==> config.mk <==
export PLATFORM = sky130hd
export DESIGN_NAME = seg_score_display
export DESIGN_NICKNAME = d
export VERILOG_FILES = /design/src/rtl/seg_score_display.sv
export SDC_FILE = /design/constraint.sdc
export NUM_CORES = 1
export LEC_CHECK = 0
export BUFFER_PORTS_ARGS = -buffer_cell sky130_fd_sc_hd__buf_2
export CORE_ASPECT_RATIO = 0.6
export CORE_MARGIN = 1.5
export CORE_UTILIZATION = 55
export CTS_BUF_LIST = sky130_fd_sc_hd__clkbuf_8
export CTS_CLUSTER_SIZE = 28
export DETAILED_ROUTE_END_ITERATION = 16
export GPL_ROUTABILITY_DRIVEN = 0
export HOLD_SLACK_MARGIN = 0.12
export PLACE_DENSITY = 0.78
export SLEW_MARGIN = 40
export SYNTH_ARGS = -nofsm -noshare
export SYNTH_HDL_FRONTEND = slang
export SYNTH_SLANG_ARGS = --single-unit
==> constraint.sdc <==
create_clock -name clk -period 2.1 [get_ports clk]
set_input_delay 0.105 -clock clk [delete_from_list [all_inputs] [get_ports clk]]
set_output_delay 0.105 -clock clk [all_outputs]
set_load 0.02 [all_outputs]
==> src/rtl/seg_score_display.sv <==
// Binary score to BCD converter (shift-and-add-3) driving a multiplexed
// active-low seven-segment display with optional leading-zero blanking.
module seg_score_display #(
   parameter int BIN_W       = 16,
   parameter int DIGITS      = 4,
   parameter int REFRESH_DIV = 100000
) (
   input  logic                  clk,
   input  logic                  rst,
   input  logic [BIN_W-1:0]      bin,
   input  logic                  load,
   input  logic                  blank_lz,
   output logic                  busy,
   output logic [4*DIGITS-1:0]   bcd,
   output logic                  overflow,
   output logic [6:0]            seg,
   output logic [DIGITS-1:0]     an
);

   localparam int SCR_D  = (BIN_W + 2) / 3;
   localparam int CNT_W  = $clog2(BIN_W + 1);
   localparam int SCAN_W = $clog2(REFRESH_DIV);
   localparam int IDX_W  = (DIGITS > 1) ? $clog2(DIGITS) : 1;

   typedef enum logic [1:0] {IDLE, SHIFT, DONE} state_t;

   state_t                state_reg, state_next;
   logic [BIN_W-1:0]      sh_reg, sh_next;
   logic [4*SCR_D-1:0]    scr_reg, scr_next, scr_adj;
   logic [CNT_W-1:0]      cnt_reg, cnt_next;
   logic                  busy_reg, busy_next;
   logic [4*DIGITS-1:0]   bcd_reg, bcd_next, res_low;
   logic                  ovf_reg, ovf_next, res_ovf;
   logic [SCR_D-1:0]      hi_nz;
   logic [SCAN_W-1:0]     scan_reg;
   logic [IDX_W-1:0]      idx_reg;
   logic [3:0]            dig;
   logic                  upper_zero;
   logic [6:0]            seg_dec;

   genvar gi;
   generate
      for (gi = 0; gi < SCR_D; gi++) begin : g_scr
         assign scr_adj[4*gi +: 4] = (scr_reg[4*gi +: 4] >= 4'd5) ?
                                     scr_reg[4*gi +: 4] + 4'd3 : scr_reg[4*gi +: 4];
         // Scratch digits beyond the display width only feed overflow.
         if (gi >= DIGITS) begin : g_hi
            assign hi_nz[gi] = (scr_reg[4*gi +: 4] != 4'd0);
         end else begin : g_lo
            assign hi_nz[gi] = 1'b0;
         end
      end
      for (gi = 0; gi < DIGITS; gi++) begin : g_res
         if (gi < SCR_D) begin : g_have
            assign res_low[4*gi +: 4] = scr_reg[4*gi +: 4];
         end else begin : g_pad
            assign res_low[4*gi +: 4] = 4'd0;
         end
         assign an[gi] = (idx_reg != IDX_W'(gi));
      end
   endgenerate

   assign res_ovf = |hi_nz;

   always_ff @(posedge clk or negedge rst) begin
      if (!rst) begin
         state_reg <= IDLE;
         sh_reg    <= '0;
         scr_reg   <= '0;
         cnt_reg   <= '0;
         busy_reg  <= 1'b0;
         bcd_reg   <= '0;
         ovf_reg   <= 1'b0;
      end else begin
         state_reg <= state_next;
         sh_reg    <= sh_next;
         scr_reg   <= scr_next;
         cnt_reg   <= cnt_next;
         busy_reg  <= busy_next;
         bcd_reg   <= bcd_next;
         ovf_reg   <= ovf_next;
      end
   end

   always_comb begin
      state_next = state_reg;
      sh_next    = sh_reg;
      scr_next   = scr_reg;
      cnt_next   = cnt_reg;
      busy_next  = busy_reg;
      bcd_next   = bcd_reg;
      ovf_next   = ovf_reg;
      case (state_reg)
         IDLE: begin
            if (load) begin
               sh_next    = bin;
               scr_next   = '0;
               cnt_next   = '0;
               busy_next  = 1'b1;
               state_next = SHIFT;
            end
         end
         SHIFT: begin
            {scr_next, sh_next} = {scr_adj, sh_reg} << 1;
            if (cnt_reg == CNT_W'(BIN_W - 1)) begin
               state_next = DONE;
            end else begin
               cnt_next = cnt_reg + CNT_W'(1);
            end
         end
         DONE: begin
            ovf_next   = res_ovf;
            bcd_next   = res_ovf ? {DIGITS{4'h9}} : res_low;
            busy_next  = 1'b0;
            state_next = IDLE;
         end
         default: state_next = IDLE;
      endcase
   end

   // Scan timing is free-running and never waits on the converter.
   always_ff @(posedge clk or negedge rst) begin
      if (!rst) begin
         scan_reg <= '0;
         idx_reg  <= '0;
      end else if (scan_reg == SCAN_W'(REFRESH_DIV - 1)) begin
         scan_reg <= '0;
         idx_reg  <= (idx_reg == IDX_W'(DIGITS - 1)) ? '0 : idx_reg + IDX_W'(1);
      end else begin
         scan_reg <= scan_reg + SCAN_W'(1);
      end
   end

   always_comb begin
      dig        = 4'd0;
      upper_zero = 1'b1;
      for (int i = 0; i < DIGITS; i++) begin
         if (IDX_W'(i) == idx_reg) dig = bcd_reg[4*i +: 4];
         if (IDX_W'(i) >= idx_reg && bcd_reg[4*i +: 4] != 4'd0) upper_zero = 1'b0;
      end
   end

   always_comb begin
      case (dig)
         4'd0:    seg_dec = 7'b1000000;
         4'd1:    seg_dec = 7'b1111001;
         4'd2:    seg_dec = 7'b0100100;
         4'd3:    seg_dec = 7'b0110000;
         4'd4:    seg_dec = 7'b0011001;
         4'd5:    seg_dec = 7'b0010010;
         4'd6:    seg_dec = 7'b0000010;
         4'd7:    seg_dec = 7'b1111000;
         4'd8:    seg_dec = 7'b0000000;
         4'd9:    seg_dec = 7'b0010000;
         default: seg_dec = 7'b1111111;
      endcase
   end

   assign seg      = (blank_lz && idx_reg != '0 && upper_zero) ? 7'b1111111 : seg_dec;
   assign busy     = busy_reg;
   assign bcd      = bcd_reg;
   assign overflow = ovf_reg;

endmodule

Yosys cells after proc, flatten, opt, wreduce, memory -nomap -nowiden. Memory sizes are Yosys's and may differ from the RTL's. Cells that the tools add are included.

Mux-type cells: 30. Add/subtract/negate cells: 9. Reductions and logical operators: 22. Equality and inequality tests: 14. Order comparisons: 10.

Operator list (number): one-hot mux 24 bit (2 select lines) (1); 2-to-1 mux 4 bit (9); 2-to-1 mux 16 bit (2); one-hot mux 16 bit (2 select lines) (1); greater-or-equal comparator 4 x 3 -> 1 bit (second input constant) (6); 2-to-1 mux 24 bit (1); nonzero test 4 bit (6); adder 4 x 2 -> 4 bit (second input constant) (5); adder 17 x 1 -> 17 bit (second input constant) (1); == test 17 bit (second input constant) (1); 2-to-1 mux 17 bit (1); 2-to-1 mux 5 bit (2); != test 2 bit (second input constant) (5); one-hot mux 5 bit (2 select lines) (1); 2-to-1 mux 7 bit (1); logical AND 1 bit (6); 2-to-1 mux 2 bit (3); AND reduction 2 bit (3); nonzero test 2 bit (3); adder 5 x 1 -> 5 bit (second input constant) (1); == test 5 x 4 -> 1 bit (second input constant) (1); 2-to-1 mux 1 bit (5); == test 2 bit (first input constant) (2); == test 2 bit (second input constant) (2); 13 further kinds (16).

Register bits: 84. Bits of input ports: 20. Bits in read-only memories: 112. Logic and storage cells: 95. Memories: 1. Output and inout bits: 29.

Memory list: (name not given) (words 16, bits a word 7, read ports 1, clocked after memory_dff 0, write ports 0, RTL line 144) `case (dig)`.

Longest topological paths before layout. Gate-level depths: netlist of run 1.

Depth in word-level cells: 8. Depth in mapped cells: 9. Mapped depth without buffers: 8.

Least setup slack after synthesis of run 1. OpenSTA, ideal clock, no wires.

Kind: flip-flop to output port. Start point: reg idx_reg[1]. End point: out seg[5]. Path slack: -149 ps. Arrival: 2144 ps. Stages on the path, launching flop included: 9. Buffers on the path: 1. Required time: 1995 ps. Cells stage by stage: dfrtp_1 -> inv_1 -> ha_1 -> buf_2 -> nand3b_1 -> a211oi_2 -> ha_1 -> nor3_1 -> o21ai_0.

Word-level cells in the longest chain between the ends: 8. Elaborated cells on any way between the ends: 25. Those cells by class: order compare: 4; eq/ne: 3; mux: 9; reduce/logical: 8; memory: 1.

Ends and longest elaborated chain: start, declared (RTL line 36) `logic [IDX_W-1:0] idx_reg;`; start signal, assigned (RTL line 128) `idx_reg <= (idx_reg == IDX_W'(DIGITS - 1)) ? '0 : idx_reg + IDX_W'(1);`; parallel branches: the longest is 7 deep, another holds memory (16 x 7 bit); 2-to-1 mux 7 bit (*) (RTL line 159) `assign seg = (blank_lz && idx_reg != '0 && upper_zero) ? 7'b1111111 : seg_dec;`; end, declared (RTL line 16) `output logic [6:0] seg,`.

Mark *: on every way between the ends.

Worst setup path in the final report of run 1.
Start point: reg idx_reg[1]. End point: out seg[3].

Same word-level chain as after synthesis.

==> impl_metrics.json, run 1 <==
{
  "fmax_ghz": 0.3769,
  "path_clk_slew_ps": 80,
  "antenna_found_initial": 0,
  "ys.flop_type": "dfrtp_1",
  "crit_slowest_cell": "or4_1",
  "setup.worst_path.start_class": "register",
  "slowest_delay_ps": 520,
  "drt-initial-drc-count": 416,
  "p_sw_w": 0.002312,
  "n_antenna_cell": 0,
  "final_area_um2": 5798,
  "syn_avg_cell_area_um2": 9.569,
  "crit_required_ps": 2000,
  "hold_viol_final": 0,
  "finalClockSkew_ps": 9.098,
  "root_buffer": "clkbuf_8",
  "hold_path_class": "primary input to register",
  "die_area_um2": 8765,
  "power-per-cell-area_nw_per_um2": 1044,
  "nets": 614,
  "overflow": 0,
  "port-buffer-count": 48,
  "crit_chain": "buf_6 > ha_4 > buf_12 > buf_4 > a211oi_4 > a211oi_4 > or4_1 > nand4_1 > buf_4",
  "cp.buffers_inverters": 4,
  "cp_max_fo": 5,
  "critical_path_arrival_ps": 2550,
  "cts_tree": "yes",
  "synth_nets": 514,
  "maxCapViolations": 0,
  "finalCritPeriodShare": 1.264,
  "synth_top_area_frac": 0.4664,
  "clock_latency_ps": 350,
  "utilization": 0.7326,
  "netlist_top_cells_count": "dfrtp_1 (84), nand2_1 (62), o21ai_0 (51)",
  "dieWidth_um": 119.9,
  "drc": 0,
  "io_pins": 49,
  "syn_inst": 471,
  "cpLargestDelayFamily": "simple AND/OR/NAND/NOR gates",
  "async_flop_share": 1.000,
  "area_growth_pct": 28.65,
  "hold_start": "bin[0]",
  "rows": 25,
  "clkPwrFrac": 0.175,
  "reg2reg_slack_ps": 220,
  "ys_seq_elements": 84,
  "p_leak_nw": 2.724,
  "wl_per_cell_um": 16.72,
  "grt_pass1_vias": 3767,
  "hold_depth": 5,
  "largest_register_ffs": 24,
  "grt_pass1_wl_um": 18640,
  "synth_area_leader_cell": "dfrtp_1",
  "end_kind": "primary output",
  "htree_levels": 3,
  "violations": "setup timing",
  "die_h_um": 73.12,
  "setup_viol": 7,
  "synth_most_common_cell": "dfrtp_1",
  "combPwrFrac": 0.410,
  "layout-drive-gt1-share": 0.2613,
  "clock_sinks": 84,
  "grt_max_degree": 45,
  "setup_ws_ps": -553.5,
  "ant_nets": 0,
  "regToRegEndpoint": "idx_reg[0]",
  "yosys-top-cells-area": "dfrtp_1 (47%), ha_1 (6.4%), o21ai_0 (5.7%), nand2_1 (5.2%), mux2i_1 (3.6%)",
  "setup.worst_path.class": "register to primary output",
  "ys_seq_area_frac": 0.4664,
  "numCtsBuffers": 9,
  "dpl.hpwl_um": 7340,
  "ys_types": 56,
  "slew_viol_final": 0,
  "maxSlewHeadroom": 0.5300,
  "max-vdd-ir-drop_uv": 652.3,
  "core_area_um2": 7914,
  "place_area_um2": 5021,
  "sequentialPowerShare": 0.415,
  "period_needed_ps": 2654,
  "synth_area_um2": 4507,
  "vias_per_cell": 5.757,
  "firstDrtPassIters": 4,
  "cts_buffer_depth": 2,
  "synth_enable_flop_cells": 0,
  "tightest_slew_ps": 704.9,
  "start_util": 0.5695,
  "postRouteWirelength_um": 11400,
  "ys_warn_count": 0,
  "swShare": 0.3821,
  "grt_use_total": 0.2723,
  "via_count": 3926,
  "internal_power_w": 0.003739,
  "holdPathEnd": "sh_reg[0]",
  "status": "complete, but fails checks",
  "r2r_start": "scan_reg[0]",
  "worst-r2r-cell-count": 5,
  "rsz0062_at_grt": "yes"
}
[layout make-up]
cell class	count	area [um^2]
clock buffers	12	165.2
clock inverters	2	11.26
fillers	577	2116
inverters	27	103.9
multi-input cells	338	2421
flip-flops and latches	84	2103
well taps	108	135.1
repair buffers	111	858.3
[timing repair]
item	4_1_cts	5_1_grt
endpoints found under the setup margin	7	7
hold buffers	17	0
pin swaps	5	8
setup buffers	12	11
endpoints found under the hold margin	57	0
resized for setup	34	21
[power groups by stage]
stage               combinational (W)  sequential [W]  clock [W]
finish                        0.00248         0.00251    0.00106
detailed placement            0.00233         0.00252          0
floorplan                     0.00166         0.00245          0
global placement              0.00218         0.00249          0
global route                  0.00280         0.00257    0.00114
CTS                           0.00240         0.00250    0.00108
[kinds of logic (layout without fill, tap and decap cells)]
family	after synthesis	after routing	synth area share
buffers and inverters	49	152	0.04303
xor gates and xnor gates	24	24	0.04664
AOI/OAI and AO/OA	111	111	0.1513
and+or+nand+nor	157	157	0.1757
muxes	23	23	0.05303
DFF	84	84	0.4664
adders and majority gates	23	23	0.06385
[tightest hold or removal path, cell delays in order]
cell	delay, ps
buf_2	100
nand2_1	50
nor2_1	30
a21oi_1	100
o21ai_0	70
[through the flow]
| stage | setup slack (ps) | total power (W) | hold slack, ps | instances | setup TNS [ps] |
|---|---|---|---|---|---|
| finish | -553.5 | 0.006051 | 138.9 | 682 | -3249 |
| global route | -627.0 | 0.006508 | 157.2 | 682 | -3767 |
| CTS | -420.0 | 0.005973 | 132.3 | 671 | -2547 |
| detailed placement | -171.2 | 0.004850 | 146.0 | 628 | -1026 |
| global placement | -68.46 | 0.004676 | 136.4 | 626 | -269.9 |
| floorplan | -12.07 | 0.004113 | -190.6 | 471 | -12.07 |
[per-layer routing]
metal	global-route usage	share of wire	up-vias
met1	0.3860	0.46	1890
met2	0.4138	0.45	174
met5	0	0	-
met4	0.09127	0.023	0
li1	-	-	1835
met3	0.06797	0.069	27
[worst max-delay path by stage]
stage / end / slack (ps) / cells after the start / start
finish: seg[3] / -550 / 9 / idx_reg[1]
global route: seg[3] / -630 / 9 / idx_reg[1]
CTS: seg[6] / -420 / 9 / idx_reg[0]
detailed placement: seg[2] / -170 / 8 / idx_reg[1]
global placement: seg[3] / -70 / 7 / idx_reg[0]
floorplan: seg[3] / -10 / 7 / idx_reg[0]
[cell usage in the layout, fill, tap and decap left out, types with 16 or more instances in the layout]
| master | n |
|---|---|
| mux2i_1 | 16 |
| a21oi_1 | 17 |
| buf_2 | 40 |
| buf_4 | 41 |
| nand2_1 | 62 |
| dlygate4sd3_1 | 17 |
| ha_1 | 18 |
| nor2_1 | 24 |
| inv_1 | 25 |
| dfrtp_1 | 83 |
| o21ai_0 | 48 |
Power figures use the tool's default switching activity.
==> run 2, diff against run 1 <==
--- a/config.mk
+++ b/config.mk
@@ -6,15 +6,16 @@
 export NUM_CORES = 1
 export LEC_CHECK = 0
 export BUFFER_PORTS_ARGS = -buffer_cell sky130_fd_sc_hd__buf_2
+export CELL_PAD_IN_SITES_DETAIL_PLACEMENT = 1
+export CELL_PAD_IN_SITES_GLOBAL_PLACEMENT = 2
 export CORE_ASPECT_RATIO = 0.6
-export CORE_MARGIN = 1.5
-export CORE_UTILIZATION = 55
+export CORE_UTILIZATION = 35
 export CTS_BUF_LIST = sky130_fd_sc_hd__clkbuf_8
 export CTS_CLUSTER_SIZE = 28
 export DETAILED_ROUTE_END_ITERATION = 16
 export GPL_ROUTABILITY_DRIVEN = 0
 export HOLD_SLACK_MARGIN = 0.12
-export PLACE_DENSITY = 0.78
+export PLACE_DENSITY_LB_ADDON = 0.1
 export SLEW_MARGIN = 40
 export SYNTH_ARGS = -nofsm -noshare
 export SYNTH_HDL_FRONTEND = slang
==> run 2 against run 1 <==
Against the previous run:
- the run still ends with setup timing left
- clock power increased by 26%
- critical path depth down 1
- cell count increased by 8.1%
- maximum frequency up 3.4%
- worst setup slack better by 86 ps
- global-route usage fell by 7.7 points
- sequential power barely moved
- combinational power decreased by 2%
- hold slack improved by 2.9 ps
- via count decreased by 4.6%
- non-clock buffer count fell by 4
- critical path type unchanged
==> impl_metrics.json, run 2 (synthesized netlist as in run 1, its figures left out) <==
{
  "setup.worst_path.start_class": "register",
  "p_leak_nw": 2.701,
  "utilization": 0.4731,
  "slowest_delay_ps": 480,
  "tightest_slew_ps": 720.8,
  "crit_slowest_cell": "dfrtp_2",
  "end_kind": "primary output",
  "finalCritPeriodShare": 1.223,
  "combPwrFrac": 0.387,
  "rows": 31,
  "cp.buffers_inverters": 3,
  "max-vdd-ir-drop_uv": 485.6,
  "crit_required_ps": 2000,
  "maxSlewHeadroom": 0.5195,
  "numCtsBuffers": 9,
  "clkPwrFrac": 0.213,
  "nets": 610,
  "dieWidth_um": 148.5,
  "htree_levels": 3,
  "largest_register_ffs": 24,
  "status": "complete, but fails checks",
  "antenna_found_initial": 0,
  "internal_power_w": 0.003907,
  "hold_path_class": "primary input to register",
  "fmax_ghz": 0.3895,
  "cp_max_fo": 6,
  "grt_util_met3": 0.04213,
  "ant_nets": 0,
  "hold_viol_final": 0,
  "sequentialPowerShare": 0.400,
  "final_area_um2": 5817,
  "start_util": 0.3665,
  "slew_viol_final": 0,
  "overflow": 0,
  "io_pins": 49,
  "final_cell_mix": "dfrtp_1 (82), nand2_1 (62), o21ai_0 (48)",
  "crit_chain": "inv_4 > ha_4 > buf_6 > and3b_2 > o211a_4 > or4_4 > nand4_1 > buf_4",
  "setup_viol": 7,
  "grt_use_total": 0.1948,
  "drc": 0,
  "cts_tree": "yes",
  "wl_per_cell_um": 16.35,
  "place_area_um2": 5160,
  "rsz0062_at_grt": "yes",
  "path_clk_slew_ps": 90,
  "grt_pass1_vias": 3940,
  "setup.worst_path.class": "register to primary output",
  "port-buffer-count": 48,
  "hold-worst-slack_ps": 141.8,
  "n_antenna_cell": 0,
  "root_buffer": "clkbuf_8",
  "drt-initial-drc-count": 99,
  "period_needed_ps": 2567,
  "clock_sinks": 84,
  "core_area_um2": 12300,
  "grt_max_degree": 44,
  "area_growth_pct": 29.07,
  "p_sw_w": 0.002378,
  "grt.met1_usage": 0.2794,
  "die_area_um2": 13350,
  "finalClockSkew_ps": 10.78,
  "dpl.hpwl_um": 8438,
  "postRouteWirelength_um": 12050,
  "final_common_cell": "dfrtp_1",
  "setup_ws_ps": -467.4,
  "maxCapViolations": 0,
  "swShare": 0.3784,
  "cts_buffer_depth": 2,
  "via_count": 3746,
  "grt_pass1_wl_um": 20430,
  "die_h_um": 89.90,
  "power-per-cell-area_nw_per_um2": 1080,
  "vias_per_cell": 5.083,
  "violations": "setup timing",
  "clock_latency_ps": 360,
  "busiest_layer": "met2",
  "firstDrtPassIters": 4,
  "place_ws_ps": -209.9,
  "grt_use_met2": 0.2932,
  "cpLargestDelayFamily": "simple AND/OR/NAND/NOR gates",
  "layout-drive-gt1-share": 0.2587,
  "critical_path_arrival_ps": 2460
}
==> run 2: changes by cell type in the layout (fill, tap and decap cells not counted), moves of 2 or more <==
cell       before  now
buf_12          3    1
buf_8           2    0
bufinv_16       0    2
clkbuf_8       12   10
nor3b_4         2    0
==> run 2: what timing repair did <==
action / 4_1_cts / 5_1_grt
endpoints found under the hold margin: 56 / 0
buffers inserted: 10 / 1
pin swaps: 13 / 7
setup endpoints to repair: 7 / 7
hold buffers: 16 / 0
resized for setup: 36 / 8
==> run 2: worst paths after layout <==
kind | startpoint | end | slack (ps) | cells after the start
max in group asynchronous | rst | state_reg[0] | 1180 | 3
hold reg to reg | sh_reg[15] | sh_reg[15] | 490 | 2
setup / recovery | idx_reg[1] | seg[3] | -470 | 8
setup reg to reg | scr_reg[16] | overflow | 250 | 5
min in group asynchronous | rst | scan_reg[5] | 260 | 2
hold / removal | load | busy | 140 | 3
==> run 2: metal layers <==
| metal | up-vias | part of all wire | wire length [um] |
|---|---|---|---|
| met3 | 16 | 0.030 | 359 |
| met4 | 0 | 0.015 | 179 |
| met5 | - | 0 | 0 |
| met2 | 56 | 0.43 | 5237 |
| met1 | 1846 | 0.52 | 6276 |
| li1 | 1828 | - | - |
==> run 2: power by group through the flow <==
stage               clock network [W]  logic (W)  registers, W
CTS                           0.00140    0.00245       0.00251
global route                  0.00146    0.00274       0.00259
floorplan                           0    0.00166       0.00245
detailed placement                  0    0.00235       0.00254
finish                        0.00134    0.00243       0.00252
global placement                    0    0.00228       0.00253
==> run 2: through the flow <==
step | cells | TNS [ps] | total power, W
6_report | 737 | -2799 | 0.006285
3_5_place_dp | 696 | -795.8 | 0.004891
5_1_grt | 737 | -3551 | 0.006798
3_3_place_gp | 696 | -192.1 | 0.004807
4_1_cts | 737 | -2566 | 0.006359
2_1_floorplan | 471 | -12.07 | 0.004113
==> run 2: worst register-to-register path: stages, from the launching register on <==
cell and delay [ps]:
dfrtp_1 430, inv_1 140, ha_1 150, nor4b_1 340, and3b_1 480, o21ai_0 150
==> run 2: final cells by class <==
type | instances | area [um^2]
Sequential cell | 84 | 2105
Inverter | 27 | 103.9
Clock inverter | 6 | 95.09
Clock buffer | 10 | 137.6
Tap cell | 165 | 206.4
Timing Repair Buffer | 107 | 779.5
Multi-Input combinational cell | 338 | 2390
Fill cell | 1415 | 6479
==> run 3, diff against run 2 <==
--- a/config.mk
+++ b/config.mk
@@ -5,11 +5,12 @@
 export SDC_FILE = /design/constraint.sdc
 export NUM_CORES = 1
 export LEC_CHECK = 0
+export ABC_AREA = 1
 export BUFFER_PORTS_ARGS = -buffer_cell sky130_fd_sc_hd__buf_2
 export CELL_PAD_IN_SITES_DETAIL_PLACEMENT = 1
 export CELL_PAD_IN_SITES_GLOBAL_PLACEMENT = 2
 export CORE_ASPECT_RATIO = 0.6
-export CORE_UTILIZATION = 35
+export CORE_UTILIZATION = 32
 export CTS_BUF_LIST = sky130_fd_sc_hd__clkbuf_8
 export CTS_CLUSTER_SIZE = 28
 export DETAILED_ROUTE_END_ITERATION = 16
==> run 3 against run 2 <==
Against the previous run:
- the run still ends with setup timing left
- highest routed layer unchanged
- hold slack better by 54 ps
- sequential share of layout area is 0.46 points lower
- cell count is 19% higher
- critical path depth is 4 higher
- area after synthesis is 1.6% higher
- via count is 12% higher
- core utilization is 4.6 points lower
- combinational power is 25% higher
- non-clock buffer count is 5 lower
- sequential power is 2% higher
- global-route usage is 0.35 points lower
- wire length is 9.8% higher
==> impl_metrics.json, run 3 <==
{
  "syn_avg_cell_area_um2": 7.855,
  "synth_top_area_frac": 0.4590,
  "numCtsBuffers": 9,
  "total_power_w": 0.006844,
  "route.met2.wl_um": 5947,
  "maxCapViolations": 0,
  "largest_register_ffs": 24,
  "via_count": 4197,
  "yosys-top-cells-area": "dfrtp_1 (46%), nand2_1 (9.7%), o21ai_0 (9.0%), ha_1 (6.3%), inv_1 (6.1%)",
  "n_antenna_cell": 0,
  "utilization": 0.4267,
  "final_common_cell": "nand2_1",
  "p_leak_nw": 2.794,
  "area_growth_pct": 28.50,
  "layout-drive-gt1-share": 0.2140,
  "crit_required_ps": 2000,
  "finalCritPeriodShare": 1.139,
  "hold_viol_final": 0,
  "rsz0062_at_grt": "yes",
  "synth_area_um2": 4579,
  "crit_chain": "buf_6 > ha_4 > a21oi_4 > nand2_2 > a21oi_4 > inv_2 > ha_4 > or2_0 > nand2_1 > nand2_1 > nand2_1 > buf_6",
  "dr.max_layer_used": "met4",
  "wl_met3_um": 244,
  "syn_inst": 583,
  "cp_common_cell": "nand2_1",
  "final_cell_mix": "nand2_1 (109), dfrtp_1 (84), o21ai_0 (82)",
  "ys_types": 32,
  "start_util": 0.3321,
  "grt_use_total": 0.1913,
  "ys.flop_type": "dfrtp_1",
  "ys_warn_count": 0,
  "grt_pass1_wl_um": 21980,
  "max-vdd-ir-drop_uv": 387.5,
  "setup_ws_ps": -291.2,
  "nets": 725,
  "reg2reg_slack_ps": 280,
  "startpoint": "idx_reg[1]",
  "endpoint": "seg[3]",
  "slew_viol_final": 0,
  "overflow": 0,
  "violations": "setup timing",
  "antenna_found_initial": 0,
  "clock_sinks": 84,
  "grt_max_degree": 35,
  "die_h_um": 94.66,
  "grt_pass1_vias": 4326,
  "synth_enable_flop_cells": 0,
  "status": "complete, but fails checks",
  "io_pins": 49,
  "ys_seq_elements": 84,
  "dieWidth_um": 156.4,
  "clock_latency_ps": 370,
  "period_needed_ps": 2391,
  "critical_path_arrival_ps": 2290,
  "drt-initial-drc-count": 131,
  "vias_per_cell": 4.775,
  "rows": 33,
  "worst-r2r-cell-count": 10,
  "crit_slowest_cell": "dfrtp_1",
  "cts_buffer_depth": 2,
  "maxSlewHeadroom": 0.7124,
  "postRouteWirelength_um": 13230,
  "htree_levels": 3,
  "root_buffer": "clkbuf_8",
  "regToRegEndpoint": "cnt_reg[0]",
  "die_area_um2": 14810,
  "r2r_start": "cnt_reg[0]",
  "core_area_um2": 13790,
  "tightest_slew_ps": 428.7,
  "dpl.hpwl_um": 9397,
  "wl_per_cell_um": 15.05,
  "setup.worst_path.class": "register to primary output",
  "setup.worst_path.start_class": "register",
  "path_clk_slew_ps": 90,
  "hold_path_class": "primary input to asynchronous set/reset pin",
  "nFillCells": 1706,
  "ys_seq_area_frac": 0.4590,
  "firstDrtPassIters": 6,
  "setup_viol": 7,
  "netlist_top_cells_count": "nand2_1 (118), dfrtp_1 (84), o21ai_0 (82)",
  "wl_met1_um": 6942,
  "port-buffer-count": 48,
  "finalClockSkew_ps": 13.02,
  "fmax_ghz": 0.4182,
  "power-per-cell-area_nw_per_um2": 1163,
  "ant_nets": 0,
  "synth_area_leader_cell": "dfrtp_1",
  "tns_ps": -1412,
  "end_kind": "primary output",
  "synth_most_common_cell": "nand2_1",
  "synth_nets": 626,
  "drc": 0,
  "cts_tree": "yes",
  "slowest_delay_ps": 420,
  "cp_max_fo": 6,
  "async_flop_share": 1.000
}
## run 3: worst max-delay path: cells and delay by family, from the launching register on
kind / cells / cell delay (ps)
AOI/OAI and AO/OA: 2 / 280
and+or+nand+nor: 5 / 490
buffers and inverters: 3 / 320
adders and majority gates: 2 / 410
DFF: 1 / 420
## run 3: kinds of logic after synthesis
logic type	Yosys count	share of synthesized area
AOI/OAI and AO/OA	136	0.1582
xor gates and xnor gates	14	0.02678
adders and majority gates	23	0.06284
buffers and inverters	94	0.08060
DFF	84	0.4590
and+or+nand+nor	232	0.2126
## run 3: power by group
part | switching (W) | leakage, nW | total (W) | internal, W
Sequential | 0.000439 | 1.04 | 0.00258 | 0.00214
Clock | 0.000643 | 0.0995 | 0.00124 | 0.000593
Combinational | 0.00187 | 1.66 | 0.00303 | 0.00116
## run 3: worst min path at each step
stage | cells after the start | slack [ps] | to
5_1_grt | 2 | 220 | sh_reg[2]
6_report | 2 | 200 | sh_reg[2]
4_1_cts | 2 | 190 | sh_reg[2]
3_3_place_gp | 1 | 70 | sh_reg[3]
3_5_place_dp | 1 | 70 | sh_reg[2]
2_1_floorplan | 0 | -190 | bcd[0]
## run 3: layout make-up
cell class,count,area (um^2),share of cell area
clock buffers,10,137.6,0.02339
clock inverters,6,71.32,0.01212
inverters,80,302.8,0.05146
multi-input cells,405,2252,0.3827
flip-flops and latches,84,2102,0.3572
well taps,192,240.2,0.04082
repair buffers,102,778.2,0.1323
## run 3: per-stage QoR
stage	instance area [um^2]	std cells	hold slack (ps)	setup WS, ps
4_1_cts	5739	871	194.4	-288.3
2_1_floorplan	4579	583	-190.6	10.26
3_5_place_dp	5206	834	66.12	-104.3
6_report	5884	879	195.4	-291.2
3_3_place_gp	5206	834	67.17	-30.24
5_1_grt	5884	879	223.4	-437.9
## run 3: repair_timing
item                       4_1_cts  5_1_grt
resized for setup               32       23
buffers inserted                 4        9
setup endpoints to repair        7       10
pin swaps                       13       16
hold endpoints to repair       100        0
hold buffers                    17        0
## run 3: layer usage
layer | vias to the layer above | global-route usage
met3 | 10 | 0.03763
met2 | 29 | 0.2987
li1 | 2083 | -
met5 | - | 0
met4 | 0 | 0.04330
met1 | 2075 | 0.2726
